<file path="src/rtl/escaneo_display_ctrl.sv">
// escaneo_display_ctrl: 4-digit 7-segment scan controller with blanking and frame-aligned pattern updates
module escaneo_display_ctrl #(
  parameter int REFRESH_DIV  = 50000,
  parameter int BLANK_CYCLES = 500,
  parameter int CNT_W        = 16
) (
  input  logic       clk,
  input  logic       reset,
  input  logic       enable,
  input  logic [7:0] estado_in,
  input  logic       estado_valid,
  output logic       estado_ready,
  output logic [1:0] conteo,
  output logic [7:0] estado,
  output logic       blank,
  output logic       frame_done
);
  typedef enum logic [1:0] {SHOW, BLANK, OFF} state_t;
  localparam logic [CNT_W-1:0] SHOW_LAST  = CNT_W'(REFRESH_DIV - BLANK_CYCLES - 1);
  localparam logic [CNT_W-1:0] BLANK_LAST = CNT_W'(BLANK_CYCLES - 1);
  state_t           state, state_n;
  logic [CNT_W-1:0] cnt, cnt_n;
  logic [1:0]       conteo_n;
  logic [7:0]       pend, pend_n, estado_n;
  logic             full, full_n, fd_n, show_end, slot_end, accept, apply;
  always_comb begin
    show_end = state == SHOW && cnt == SHOW_LAST;
    slot_end = state == BLANK && cnt == BLANK_LAST;
    accept   = estado_valid && !full;
    // pending is released at a frame boundary, on entry to OFF, or any time while OFF
    apply    = full && (state == OFF || !enable || (slot_end && conteo == 2'd3));
    state_n  = state;
    cnt_n    = cnt + 1'b1;
    conteo_n = conteo;
    fd_n     = 1'b0;
    if (!enable || state == OFF) begin
      state_n  = enable ? SHOW : OFF;
      cnt_n    = '0;
      conteo_n = '0;
    end else if (show_end) begin
      state_n = BLANK;
      cnt_n   = '0;
    end else if (slot_end) begin
      state_n  = SHOW;
      cnt_n    = '0;
      conteo_n = conteo + 2'd1;
      fd_n     = conteo == 2'd3;
    end
    full_n   = apply ? 1'b0 : (accept | full);
    pend_n   = accept ? estado_in : pend;
    estado_n = apply ? pend : estado;
  end
  always_ff @(posedge clk) begin
    if (reset) begin
      state      <= SHOW;
      cnt        <= '0;
      conteo     <= '0;
      estado     <= '0;
      pend       <= '0;
      full       <= 1'b0;
      frame_done <= 1'b0;
    end else begin
      state      <= state_n;
      cnt        <= cnt_n;
      conteo     <= conteo_n;
      estado     <= estado_n;
      pend       <= pend_n;
      full       <= full_n;
      frame_done <= fd_n;
    end
  end
  assign estado_ready = !full;
  assign blank        = state != SHOW;
endmodule

</file>
<file path="config.mk">
export PLATFORM = sky130hd
export DESIGN_NAME = escaneo_display_ctrl
export DESIGN_NICKNAME = d
export VERILOG_FILES = /design/src/rtl/escaneo_display_ctrl.sv
export SDC_FILE = /design/constraint.sdc
export NUM_CORES = 1
export LEC_CHECK = 0
export CORE_MARGIN = 4
export CORE_UTILIZATION = 40
export CTS_CLUSTER_DIAMETER = 50
export DETAILED_ROUTE_END_ITERATION = 12
export GPL_TIMING_DRIVEN = 0
export PLACE_DENSITY_LB_ADDON = 0.1
export SLEW_MARGIN = 20
export SYNTH_ARGS = -nofsm -noshare
export SYNTH_HDL_FRONTEND = slang
export SYNTH_SLANG_ARGS = --single-unit
export TNS_END_PERCENT = 20
</file>
<file path="constraint.sdc">
create_clock -name clk -period 3.1 [get_ports clk]
set_input_delay 0.31 -clock clk [delete_from_list [all_inputs] [get_ports clk]]
set_output_delay 0.31 -clock clk [all_outputs]
set_load 0.005 [all_outputs]
</file>
==> flow_summary.json <==
{
  "outcome": "finished clean",
  "setup_tns_ns": 0,
  "rsz0062_at_grt": "no",
  "fmax_ghz": 0.4682,
  "setup_viol": 0,
  "fill_cells": 382,
  "ys_seq_area_share_pct": 44.12,
  "area_growth_pct": 23.88,
  "cts_setup_buffers": 0,
  "ir_drop_v": 0.0002233,
  "grt_max_degree": 13,
  "synthTopCellsByArea": "dfxtp_1 (44%), nand2b_1 (6.2%), nand2_1 (5.0%)",
  "syn-cell-area_sq_mm": 0.001724,
  "r2r-end": "cnt[5]",
  "rr_worst_depth": 6,
  "syn_avg_cell_area_sq_um": 9.220,
  "ys_types": 41,
  "endpoint_kind": "register",
  "grt_antenna_before_repair": 0,
  "multiInputGateArea_sq_um": 902.1,
  "n_antenna_cell": 0,
  "clk_latency_ns": 0.29,
  "gp_congestion": 0.8303,
  "final_nets": 232,
  "ctsHtreeMaxLevel": 2,
  "via_per_inst": 5.190,
  "clk_path_buf_depth": 2,
  "critPathLaunch": "cnt[0]",
  "synth.top_cell.area_share_pct": 44.12,
  "fp.dieW_microns": 73.66,
  "yosys.area.top_type": "dfxtp_1",
  "hold_violations": 0,
  "wl_microns": 3552,
  "synthFlopType": "dfxtp_1",
  "cts_tree": "built",
  "clk_pin_slew_ns": 0.07,
  "finClkSkew_ns": 0.003147,
  "grt_pass1_vias": 1335,
  "leakage_nw": 0.7551,
  "die_area_sq_mm": 0.005425,
  "overflow": 0,
  "port_buffers": 24,
  "synth-seq-cells": 38,
  "syn_nets": 201,
  "drc": 0,
  "drt-pass1-iter-count": 4,
  "track_usage_pct": 14.84,
  "ant_nets": 0,
  "post-dp-hpwl_microns": 2628,
  "synth_edf_count": 0,
  "finalCritPeriodShare_pct": 68.90,
  "postCtsResizedCells": 0,
  "fp.dieH_microns": 73.66,
  "max_cap_violations": 0,
  "slew_viol_final": 0,
  "synthCells": 187,
  "hold_buffers": 0,
  "design.core.area_sq_mm": 0.004086,
  "num_vias": 1396,
  "pin_count": 25,
  "worst_slew_pin_slew_ns": 0.6980,
  "worstSetupPathType": "reg -> reg",
  "pwr_density_cell_mw_per_mm2": 459.9,
  "r2r-start": "cnt[0]",
  "power.total_w": 0.0009822,
  "core.rowCount": 23,
  "yosysWarnings": 0,
  "post_drt_wl_per_cell_microns": 13.20,
  "root_buffer": "clkbuf_8",
  "layout_commonest_cell": "dfxtp_1",
  "cts.sinks": 38,
  "crit_required_ns": 3.28,
  "layout_min_cycle_time_ns": 2.136,
  "hold_class": "reg -> reg",
  "cts_made_buffers": 5,
  "synthArstFlopShare_pct": 0,
  "start_util_pct": 42.19,
  "drive_gt1_share_pct": 9.589,
  "critPathMaxFanout": 10,
  "final_cell_mix": "dfxtp_1 (38), clkdlybuf4s50_1 (24), nand2_1 (23)",
  "seq_area_sq_um": 760.7,
  "relSlewSlack_pct": 53.32,
  "grt_pass1_wl_microns": 6099,
  "critPathCapture": "cnt[5]",
  "worstSetupStartpointType": "register",
  "cp.arrival_ns": 2.31,
  "r2r_slack_ns": 0.96,
  "drt_iter0_drc": 38
}
metrics by stage:
stage	instances	utilization, %	hold slack [ns]	setup WS, ns	area, sq um
after floorplan	187	-	0.4018	1.374	1724
after global placement	261	49.60	0.4431	1.014	2027
after detailed placement	261	49.60	0.4479	0.9653	2027
after CTS	269	52.27	0.4582	0.9416	2136
after global routing	269	52.27	0.4732	0.7844	2136
final	269	52.27	0.4574	0.9642	2136
logic make-up (layout without fill, tap and decap cells):
group	count (synthesis)	after routing	share of synthesized area [%]
AOI/OAI and AO/OA	25	25	9.652
xor gates and xnor gates	11	11	5.588
muxes	8	8	4.645
adders and majority gates	2	2	1.451
DFF	38	38	44.12
buffers and inverters	12	44	3.555
and+or+nand+nor	91	91	30.99
where the power goes:
group          switching [W]  internal [W]
Clock               0.000174      0.000237
Sequential        0.00000601      0.000499
Combinational      0.0000313     0.0000354
worst max-delay path, cell delays in order, from the launching register on:
cell and delay, ns:
dfxtp_1 0.37, ha_1 0.26, nor4b_1 0.33, nand2_1 0.23, o21bai_2 0.43, buf_2 0.31
nor3_1 0.09
flip-flops by register name, summed over array words and instances (netlist names):
register    count
frame_done      1
full            1
estado          8
cnt            16
state           2
pend            8
conteo          2
Yosys cell counts (4+ instances only):
library cell,number
a21oi_1,13
clkbuf_1,4
dfxtp_1,38
inv_1,4
mux2i_1,8
nand2_1,23
nand2b_1,17
nand3_1,4
nand4_1,7
nor3_1,12
o21ai_0,4
xnor2_1,5
xor2_1,6
how the worst min path moves through the flow:
stage,end,slack [ns],startpoint,depth (start not counted)
floorplan,state[1],0.40,enable,1
global placement,pend[0],0.44,pend[0],2
detailed placement,pend[0],0.45,pend[0],2
CTS,pend[0],0.46,pend[0],2
global route,pend[2],0.47,pend[2],2
finish,pend[1],0.46,pend[1],2
layer usage:
metal,track usage (%),wire [microns]
met2,23.33,1691
met5,0,0
met1,18.28,1596
met3,4.104,165
met4,8.048,98
layout make-up:
cell class	count	area share [%]
Buffer	8	2.168
Clock buffer	5	3.222
Clock inverter	3	1.875
Inverter	4	0.7030
Multi-Input combinational cell	137	42.24
Sequential cell	38	35.62
Tap cell	50	2.929
Timing Repair Buffer	24	11.25
No activity file was read; power rests on OpenSTA's default activity.
